$ cat config.mk
export PLATFORM = sky130hd
export DESIGN_NAME = radiometer_cal_sequencer_flat
export DESIGN_NICKNAME = d
export VERILOG_FILES = /design/src/rtl/radiometer_cal_sequencer_pkg.sv /design/src/rtl/radiometer_cal_sequencer_if.sv /design/src/rtl/radiometer_dicke_accumulator.sv /design/src/rtl/radiometer_cal_sequencer.sv /design/src/flat_wrapper.sv
export SDC_FILE = /design/constraint.sdc
export NUM_CORES = 1
export LEC_CHECK = 0
export CAP_MARGIN = 20
export CORE_MARGIN = 1
export CORE_UTILIZATION = 35
export DETAILED_ROUTE_END_ITERATION = 8
export MAX_ROUTING_LAYER = met4
export PLACE_DENSITY = 0.51
export SYNTH_ARGS = -nofsm -noshare
export SYNTH_HDL_FRONTEND = slang
export SYNTH_SLANG_ARGS = --single-unit
export TNS_END_PERCENT = 10
$ cat constraint.sdc
create_clock -name clk -period 6.6 [get_ports clk]
set_clock_uncertainty 0.05 [all_clocks]
set_input_delay 1.98 -clock clk [delete_from_list [all_inputs] [get_ports clk]]
set_output_delay 1.98 -clock clk [all_outputs]
set_load 0.02 [all_outputs]
$ cat src/rtl/radiometer_cal_sequencer_pkg.sv
// ---------------------------------------------------------------------------
// radiometer_cal_sequencer_pkg
// Shared definitions for the radiometer calibration sequencer:
//   - cal_state_t   : sequencer FSM states (IDLE, SETTLE, INTEGRATE, OUTPUT)
//   - PHASE_*       : encoding of the calibration phase carried on result_tag
//   - sat_limit()   : largest magnitude a signed accumulator of a given width
//                     may hold (symmetric, so +/- limits have equal size)
// ---------------------------------------------------------------------------
package radiometer_cal_sequencer_pkg;

    typedef enum logic [1:0] {
        IDLE      = 2'd0,
        SETTLE    = 2'd1,
        INTEGRATE = 2'd2,
        OUTPUT    = 2'd3
    } cal_state_t;

    localparam logic PHASE_ANTENNA = 1'b0;
    localparam logic PHASE_NOISE   = 1'b1;

    // Symmetric saturation bound: 2^(w-1)-1, so the most negative code is
    // never produced and the result can always be negated safely downstream.
    function automatic longint sat_limit(input int acc_w);
        return (longint'(1) << (acc_w - 1)) - longint'(1);
    endfunction

endpackage

$ cat src/rtl/radiometer_cal_sequencer_if.sv
// ---------------------------------------------------------------------------
// radiometer_cal_sequencer_if
// Valid/ready result channel of the calibration sequencer.
//   result_valid : producer has a completed window result
//   result_ready : consumer accepts when valid && ready
//   result_data  : signed Dicke difference (ACC_W bits)
//   result_tag   : phase of the window, 0 = antenna, 1 = noise
// Modports: master (sequencer side), slave (consumer side).
// ---------------------------------------------------------------------------
interface radiometer_cal_sequencer_if #(
    parameter int ACC_W = 24
);
    logic                    result_valid;
    logic                    result_ready;
    logic signed [ACC_W-1:0] result_data;
    logic                    result_tag;

    modport master (
        output result_valid,
        output result_data,
        output result_tag,
        input  result_ready
    );

    modport slave (
        input  result_valid,
        input  result_data,
        input  result_tag,
        output result_ready
    );
endinterface

$ cat src/rtl/radiometer_dicke_accumulator.sv
// ---------------------------------------------------------------------------
// radiometer_dicke_accumulator
// Edge detector, switch-period counter and saturating up/down accumulator
// for one Dicke integration window.
//   clk, clr    : clock, asynchronous active-high reset
//   start       : one-cycle pulse, clears the window (counter, acc, arming)
//   enable      : high while the sequencer is integrating
//   switch_pwm  : Dicke switch reference
//   demod       : demodulated feed bit
//   window_done : combinational, high on the edge that closes the window
//   acc_value   : signed running difference, saturating at +/-(2^(ACC_W-1)-1)
// ---------------------------------------------------------------------------
module radiometer_dicke_accumulator
    import radiometer_cal_sequencer_pkg::*;
#(
    parameter int INTEG_PERIODS = 1024,
    parameter int ACC_W         = 24
) (
    input  logic                    clk,
    input  logic                    clr,
    input  logic                    start,
    input  logic                    enable,
    input  logic                    switch_pwm,
    input  logic                    demod,
    output logic                    window_done,
    output logic signed [ACC_W-1:0] acc_value
);

    localparam logic signed [ACC_W-1:0] ACC_MAX     = ACC_W'(sat_limit(ACC_W));
    localparam logic signed [ACC_W-1:0] ACC_MIN     = -ACC_MAX;
    localparam logic        [15:0]      LAST_PERIOD = 16'(INTEG_PERIODS - 1);

    logic                    pwm_d;
    logic                    pwm_rise;
    logic                    armed;
    logic [15:0]             period_cnt;
    logic signed [ACC_W-1:0] acc_next;

    // The window is framed by switch edges: the first rising edge seen while
    // integrating arms the window (and is not counted), then the window runs
    // over whole switch periods and closes on the INTEG_PERIODS-th edge.
    // The closing edge sample belongs to the next period, so it is not added.
    assign pwm_rise    = switch_pwm & ~pwm_d;
    assign window_done = enable & armed & pwm_rise & (period_cnt == LAST_PERIOD);

    // Next accumulator value for this sample: +1 in the switch-high half,
    // -1 in the switch-low half, only when demod is set, clamped at the
    // symmetric limits instead of wrapping.
    always_comb begin
        acc_next = acc_value;
        if (demod) begin
            if (switch_pwm) begin
                if (acc_value != ACC_MAX) begin
                    acc_next = acc_value + ACC_W'(1);
                end
            end else if (acc_value != ACC_MIN) begin
                acc_next = acc_value - ACC_W'(1);
            end
        end
    end

    // Registered switch copy for edge detection, plus window arming, period
    // counting and accumulation. Outside integration everything holds, which
    // discards samples taken while the result is waiting for the consumer.
    always_ff @(posedge clk or posedge clr) begin
        if (clr) begin
            pwm_d      <= 1'b0;
            armed      <= 1'b0;
            period_cnt <= '0;
            acc_value  <= '0;
        end else begin
            pwm_d <= switch_pwm;
            if (start) begin
                armed      <= 1'b0;
                period_cnt <= '0;
                acc_value  <= '0;
            end else if (enable) begin
                if (!armed) begin
                    if (pwm_rise) begin
                        armed     <= 1'b1;
                        acc_value <= acc_next;
                    end
                end else if (!window_done) begin
                    if (pwm_rise) begin
                        period_cnt <= period_cnt + 16'd1;
                    end
                    acc_value <= acc_next;
                end
            end
        end
    end

endmodule

$ cat src/rtl/radiometer_cal_sequencer.sv
// ---------------------------------------------------------------------------
// radiometer_cal_sequencer
// Sequences Dicke radiometer integration windows: settle after each phase
// change, integrate over INTEG_PERIODS switch periods, then hand the signed
// difference to the consumer over a valid/ready channel.
//   clk            : system clock
//   clr            : asynchronous active-high reset
//   run            : level, keep sequencing windows while high
//   switch_pwm     : Dicke switch reference (synchronous to clk)
//   demod          : demodulated feed bit (synchronous to clk)
//   noise_diode_en : calibration noise diode drive (registered)
//   busy           : high in every state except IDLE
//   result         : radiometer_cal_sequencer_if.master result channel
// Build option: define RADIOMETER_CAL_NOISE_EN to alternate antenna and
// noise-diode windows; without it every window is an antenna window,
// noise_diode_en and result_tag are tied low and no phase register exists.
// ---------------------------------------------------------------------------
module radiometer_cal_sequencer
    import radiometer_cal_sequencer_pkg::*;
#(
    parameter int INTEG_PERIODS = 1024,
    parameter int SETTLE_CYCLES = 64,
    parameter int ACC_W         = 24
) (
    input  logic                        clk,
    input  logic                        clr,
    input  logic                        run,
    input  logic                        switch_pwm,
    input  logic                        demod,
    output logic                        noise_diode_en,
    output logic                        busy,
    radiometer_cal_sequencer_if.master  result
);

    // A zero settle time still spends one cycle in SETTLE.
    localparam logic [15:0] SETTLE_LAST =
        (SETTLE_CYCLES == 0) ? 16'd0 : 16'(SETTLE_CYCLES - 1);

    cal_state_t              state;
    logic [15:0]             settle_cnt;
    logic                    window_start;
    logic                    window_done;
    logic                    handshake;
    logic signed [ACC_W-1:0] acc_value;

`ifdef RADIOMETER_CAL_NOISE_EN
    logic phase;
    logic next_phase;
    assign next_phase = (phase == PHASE_NOISE) ? PHASE_ANTENNA : PHASE_NOISE;
`else
    assign noise_diode_en     = 1'b0;
    assign result.result_tag  = PHASE_ANTENNA;
`endif

    // The accumulator is cleared on the last SETTLE cycle so it starts the
    // integration from zero.
    assign window_start = (state == SETTLE) && (settle_cnt == SETTLE_LAST);
    assign handshake    = result.result_valid && result.result_ready;

    radiometer_dicke_accumulator #(
        .INTEG_PERIODS (INTEG_PERIODS),
        .ACC_W         (ACC_W)
    ) u_accumulator (
        .clk         (clk),
        .clr         (clr),
        .start       (window_start),
        .enable      (state == INTEGRATE),
        .switch_pwm  (switch_pwm),
        .demod       (demod),
        .window_done (window_done),
        .acc_value   (acc_value)
    );

    // Sequencer FSM with registered outputs. run is only consulted in IDLE
    // and at the result handshake, so dropping it mid-window still lets the
    // window finish and be delivered. The result is captured once at window
    // close and held untouched until the consumer takes it.
    always_ff @(posedge clk or posedge clr) begin
        if (clr) begin
            state               <= IDLE;
            settle_cnt          <= '0;
            busy                <= 1'b0;
            result.result_valid <= 1'b0;
            result.result_data  <= '0;
`ifdef RADIOMETER_CAL_NOISE_EN
            phase               <= PHASE_ANTENNA;
            noise_diode_en      <= 1'b0;
            result.result_tag   <= PHASE_ANTENNA;
`endif
        end else begin
            case (state)
                IDLE: begin
                    if (run) begin
                        state      <= SETTLE;
                        settle_cnt <= '0;
                        busy       <= 1'b1;
`ifdef RADIOMETER_CAL_NOISE_EN
                        noise_diode_en <= (phase == PHASE_NOISE);
`endif
                    end
                end
                SETTLE: begin
                    if (window_start) begin
                        state <= INTEGRATE;
                    end else begin
                        settle_cnt <= settle_cnt + 16'd1;
                    end
                end
                INTEGRATE: begin
                    if (window_done) begin
                        state               <= OUTPUT;
                        result.result_valid <= 1'b1;
                        result.result_data  <= acc_value;
`ifdef RADIOMETER_CAL_NOISE_EN
                        result.result_tag   <= phase;
`endif
                    end
                end
                OUTPUT: begin
                    if (handshake) begin
                        result.result_valid <= 1'b0;
                        if (run) begin
                            state      <= SETTLE;
                            settle_cnt <= '0;
`ifdef RADIOMETER_CAL_NOISE_EN
                            phase          <= next_phase;
                            noise_diode_en <= (next_phase == PHASE_NOISE);
`endif
                        end else begin
                            state <= IDLE;
                            busy  <= 1'b0;
`ifdef RADIOMETER_CAL_NOISE_EN
                            noise_diode_en <= 1'b0;
`endif
                        end
                    end
                end
                default: begin
                    state <= IDLE;
                end
            endcase
        end
    end

endmodule

$ cat src/flat_wrapper.sv
// flat-port wrapper written by rule: the top's interface ports become plain ports
module radiometer_cal_sequencer_flat import radiometer_cal_sequencer_pkg::*;
#(
    parameter int INTEG_PERIODS = 1024,
    parameter int SETTLE_CYCLES = 64,
    parameter int ACC_W         = 24
)
  (clk, clr, run, switch_pwm, demod, noise_diode_en, busy, result_result_valid, result_result_data, result_result_tag, result_result_ready);
  radiometer_cal_sequencer_if #(.ACC_W(ACC_W)) result_i ();
  input  logic clk;
  input  logic clr;
  input  logic run;
  input  logic switch_pwm;
  input  logic demod;
  output logic noise_diode_en;
  output logic busy;
  output wire logic [$bits(result_i.result_valid)-1:0] result_result_valid;
  output wire logic [$bits(result_i.result_data)-1:0] result_result_data;
  output wire logic [$bits(result_i.result_tag)-1:0] result_result_tag;
  input wire logic [$bits(result_i.result_ready)-1:0] result_result_ready;
  assign result_result_valid = result_i.result_valid;
  assign result_result_data = result_i.result_data;
  assign result_result_tag = result_i.result_tag;
  assign result_i.result_ready = result_result_ready;
  radiometer_cal_sequencer #(.INTEG_PERIODS(INTEG_PERIODS), .SETTLE_CYCLES(SETTLE_CYCLES), .ACC_W(ACC_W)) u_core (.clk(clk), .clr(clr), .run(run), .switch_pwm(switch_pwm), .demod(demod), .noise_diode_en(noise_diode_en), .busy(busy), .result(result_i));
endmodule
Yosys cells after proc, flatten, opt, wreduce, memory -nomap -nowiden. Index checks and enable logic that the tools add are counted.

Word-level logic and storage cells: 85. Memory bits (writable): 0. Memory bits (read-only): 0. Memories kept: 0. Latch bits: 0. Flip-flop bits (word level): 86. Input bits: 6.

Reduce and logical (&&, ||, !) cells: 17. Shifts and indexed selects: 0. Equal/unequal tests: 15. Multiply operators: 0. Divide/modulo/power cells: 0. $add $sub $neg: 4. Mux-type cells: 35. Bitwise logic cells: 5. $lt $le $gt $ge: 0.

Operator list (number): 2-to-1 mux 24 bit (9); 2-to-1 mux 16 bit (8); != test 24 bit (second input constant) (2); case mux 16 bit (3 select lines) (1); adder 16 x 1 -> 16 bit (second input constant) (2); adder 24 x 2 -> 24 bit (second input constant) (1); subtractor 24 x 2 -> 24 bit (second input constant) (1); == test 16 x 10 -> 1 bit (second input constant) (1); == test 16 x 6 -> 1 bit (second input constant) (1); AND reduction 4 bit (3); 2-to-1 mux 1 bit (10); != test 2 bit (second input constant) (5); nonzero test 2 bit (5); AND reduction 3 bit (3); 2-to-1 mux 2 bit (4); case mux 2 bit (4 select lines) (1); nonzero test 3 bit (2); AND 1 bit (4); == test 2 bit (second input constant) (2); != test 2 x 1 -> 1 bit (second input constant) (2); case mux 1 bit (2 select lines) (2); != test 3 bit (second input constant) (1); == test 2 x 1 -> 1 bit (second input constant) (1); logical AND 1 bit (2); other kinds (3) (3).

Depth between registers and ports, before layout.
Word-level depth: 8. Mapped depth: 12. Gate-level depth less buffers: 10.

Cells and area by module. From an unflattened synthesis, not the netlist that was laid out.

Cells, all modules: 596. Area, all modules: 5586.6 sq um.

Modules (own cells, without submodules): radiometer_dicke_accumulator (instances 1, cells each 394, area an instance 3349.5 sq um); radiometer_cal_sequencer (instances 1, cells each 202, area an instance 2237.1 sq um).

Least setup slack after synthesis. Ideal clock, no wire load.

Path type: input to register. Start: input switch_pwm. End: register u_core.u_accumulator.acc_value[23]. Path buffers: 2. Arrival: 4.478 ns. Cell stages on the path: 12. Data required time: 6.422 ns. Slack: 1.944 ns. Path through: clkbuf_1 -> inv_1 -> ha_1 -> clkbuf_1 -> a21oi_1 -> o21ai_1 -> a221o_1 -> or3_1 -> o221a_1 -> mux2i_1 -> o21ai_1 -> o31ai_1.

Longest elaborated chain between the ends: 6. Elaborated cells between the ends (all ways): 13. Those cells by class: 1 x eq/ne; 7 x mux; 3 x bitwise; 2 x reduce/logical.

Ends and longest elaborated chain: from (decl) (line flat_wrapper.sv:13) `input logic switch_pwm;`; 2-to-1 mux 24 bit (line radiometer_dicke_accumulator.sv:52) `if (switch_pwm) begin`; 2-to-1 mux 24 bit (line radiometer_dicke_accumulator.sv:51) `if (demod) begin`; 2-to-1 mux 24 bit, on equally long branches (line radiometer_dicke_accumulator.sv:79, radiometer_dicke_accumulator.sv:83); 2-to-1 mux 24 bit (line radiometer_dicke_accumulator.sv:78) `if (!armed) begin`; 2-to-1 mux 24 bit (line radiometer_dicke_accumulator.sv:77) `end else if (enable) begin`; 2-to-1 mux 24 bit (line radiometer_dicke_accumulator.sv:73) `if (start) begin`; to (signal assigned) (line radiometer_dicke_accumulator.sv:81) `acc_value <= acc_next;`; to (signal assigned) (line radiometer_dicke_accumulator.sv:87) `acc_value <= acc_next;`; to (decl) (line radiometer_dicke_accumulator.sv:26) `output logic signed [ACC_W-1:0] acc_value`.

Several ways; a longest one is shown, not always the timed one. The select of a mux whose other input is x is not followed. A chain may end at the register's enable or synchronous reset.

Worst setup path after layout.
Start: input switch_pwm. End: register u_core.u_accumulator.acc_value[14].

The elaborated chain is that of the path after synthesis.

==> results.toml <==
[setup_path]
cp-startpoint = "switch_pwm"
crit_fanout = 22
crit_type = "in2reg"
arrival_ps = 5460
worstRegToRegCells = 9
cp_data_required_time_ps = 6760
rr_endpoint = "u_core.settle_cnt[13]$_DFFE_PP0P_"
r2r_start = "u_core.settle_cnt[0]$_DFFE_PP0P_"
r2r_setup_slack_ps = 3670
start_kind = "input port"
cp-end-kind = "flip-flop"

[grt]
grt_max_degree = 45
grt_pass1_vias = 3765
grt_util_all_layers_pct = 16.8
grt_antenna_before_repair = 0
grt_first_pass_wirelength_microns = 18900
grt-ovfl-total = 0

[synthesis]
postSynthCellCount = 524
ys_seq_area_share_pct = 42.1
ys_ff_latch = 86
synth_edf_count = 0
yosys_warnings = 0
ys_async_sr_fraction_pct = 100
synth_ff_type = "dfrtp_1"
synth_area_per_cell_sq_um = 9.76
netlist-cell-type-count = 64
netlist_area_sq_um = 5110

[sta]
max_freq_mhz = 189
tns_ps = 0
hold_slack_ps = 454
fin_crit_ps = 5300
hold_violations = 0
grt_setup_unrepaired = "false"
setup_viol = 0
relSlewSlack_pct = 43.2
worst_pin_slew_ps = 848
slew_violations = 0
period_share_pct = 80.3

[detailed_routing]
vias = 3908
wl_per_cell_microns = 15.3
wl_microns = 11300
initialDrtViolationCount = 219
drc = 0
postRouteAntennaNets = 0
firstDrtPassIters = 5
viasPerCell = 5.28

[clocking]
tritoncts = "yes"
post-cts-setup-buffer-count = 0
cts_repair_resize_count = 0
numClockSinks = 86
h-tree-depth = 3
clock_path_buffers = 2
numCtsBuffers = 9
root_buffer = "clkbuf_16"
clk_latency_ps = 340
postCtsHoldBufs = 0
clkTransAtPathRegs_ps = 60

[hold_path]
hold_path.class = "reg2reg"
whs_path_depth = 1
min_to = "u_core.result.result_data[14]$_DFFE_PP0P_"
hp-start = "u_core.result.result_data[14]$_DFFE_PP0P_"

[power_and_ir_drop]
vdd_drop_max_mv = 0.139
power_mw = 1.21
leakage_nw = 2.74
p_per_area_nw_per_um2 = 203

[place]
portBuffers = 31
gp_congestion = 0.815
placed_area_sq_um = 5610
dp_hpwl_microns = 7830

[floorplanning]
rows = 43
ioPinCount = 34
core-area_sq_um = 14000
start_util_pct = 36.4
die-area_sq_um = 15100
die_width_microns = 123
die_y_microns = 123

[cells_and_area]
n_antenna_cell = 0
layout_common_cells = "86 x dfrtp_1, 66 x nor2_1, 38 x nand2_1"
final_common_cell = "dfrtp_1"
drive_gt1_share_pct = 10.2
final_area_sq_um = 5930
area_growth_pct = 16.0
nets = 591
final_util_pct = 42.3

[flow_run]
maxCapViolCount = 0

[outcome]
status = "finished, final reports clean"
## synthesized netlist by cell type (all sizes together), types with 7 or more instances
cell type / instances / area share [%]
xor2: 26 / 4.5
nand2: 38 / 2.8
inv: 16 / 1.2
mux2: 24 / 5.3
mux2i: 16 / 3.1
a21oi: 35 / 3.5
a211oi: 7 / 1.0
nor2: 67 / 5.1
nand3: 17 / 1.7
nand4: 15 / 1.8
and3: 8 / 0.98
o21ai: 25 / 2.7
nor3: 8 / 1.0
xnor2: 16 / 2.7
ha: 29 / 7.1
dfrtp: 86 / 42
clkbuf: 10 / 0.73
## report_power, final
part	total, mW	internal [mW]	switching (mW)	leakage (nW)
Clock	0.553	0.341	0.212	0.163
Combinational	0.111	0.0447	0.0658	1.42
Sequential	0.543	0.533	0.0100	1.16
## area by class of cell
class,instances,area [sq um]
Clock buffer,10,239
Timing Repair Buffer,35,340
Clock inverter,6,83.8
Inverter,16,61.3
Tap cell,180,225
Sequential cell,86,2150
Multi-Input combinational cell,407,2830
Fill cell,1363,8110
## per-stage QoR
step                      worst slack, ps  cells
after global placement               1010    724
after CTS                            1340    740
after floorplan                      1940    525
final                                1300    740
after global routing                  984    740
after detailed placement              990    724
## cell families after synthesis
group / Yosys count / share of synthesized area [%]
and+or+nand+nor: 193 / 19.8
AOI/OAI and AO/OA: 100 / 12.2
DFF: 86 / 42.1
xor gates and xnor gates: 42 / 7.19
muxes: 40 / 8.42
buffers and inverters: 32 / 2.72
adders and majority gates: 30 / 7.49
other: 1 / 0.0733
## how the worst max path moves through the flow
stage | end | cells after the start | slack [ps]
after CTS | u_core.u_accumulator.acc_value[14]$_DFFE_PP0P_ | 11 | 1340
final | u_core.u_accumulator.acc_value[14]$_DFFE_PP0P_ | 11 | 1300
after detailed placement | u_core.u_accumulator.acc_value[14]$_DFFE_PP0P_ | 11 | 990
after global routing | u_core.u_accumulator.acc_value[14]$_DFFE_PP0P_ | 11 | 980
after global placement | u_core.u_accumulator.acc_value[14]$_DFFE_PP0P_ | 11 | 1010
after floorplan | u_core.u_accumulator.acc_value[23]$_DFFE_PP0P_ | 12 | 1940
## registers in the layout, indices dropped and copies added (netlist names)
name                             flops
u_core.u_accumulator.pwm_d           1
u_core.busy                          1
u_core.u_accumulator.period_cnt     16
u_core.state                         2
u_core.result.result_data           24
u_core.result.result_valid           1
u_core.settle_cnt                   16
u_core.u_accumulator.acc_value      24
u_core.u_accumulator.armed           1
## critical path, stage by stage
cell and delay, ps:
clkdlybuf4s50_1 600, inv_1 720, ha_1 400, nor2b_1 160, o31a_1 270, o41ai_1 370, o21ai_1 220, or2_1 270
a21oi_1 190, xor2_1 170, o22ai_1 100
## layer usage
layer | track usage (%) | wire [microns] | vias to the layer above
li1 | - | - | 1942
met1 | 22.5 | 5840 | 1910
met2 | 25.5 | 5030 | 46
met3 | 2.79 | 294 | 10
met4 | 6.17 | 139 | 0
met5 | - | 0 | -
Power figures use the tool's default switching activity.
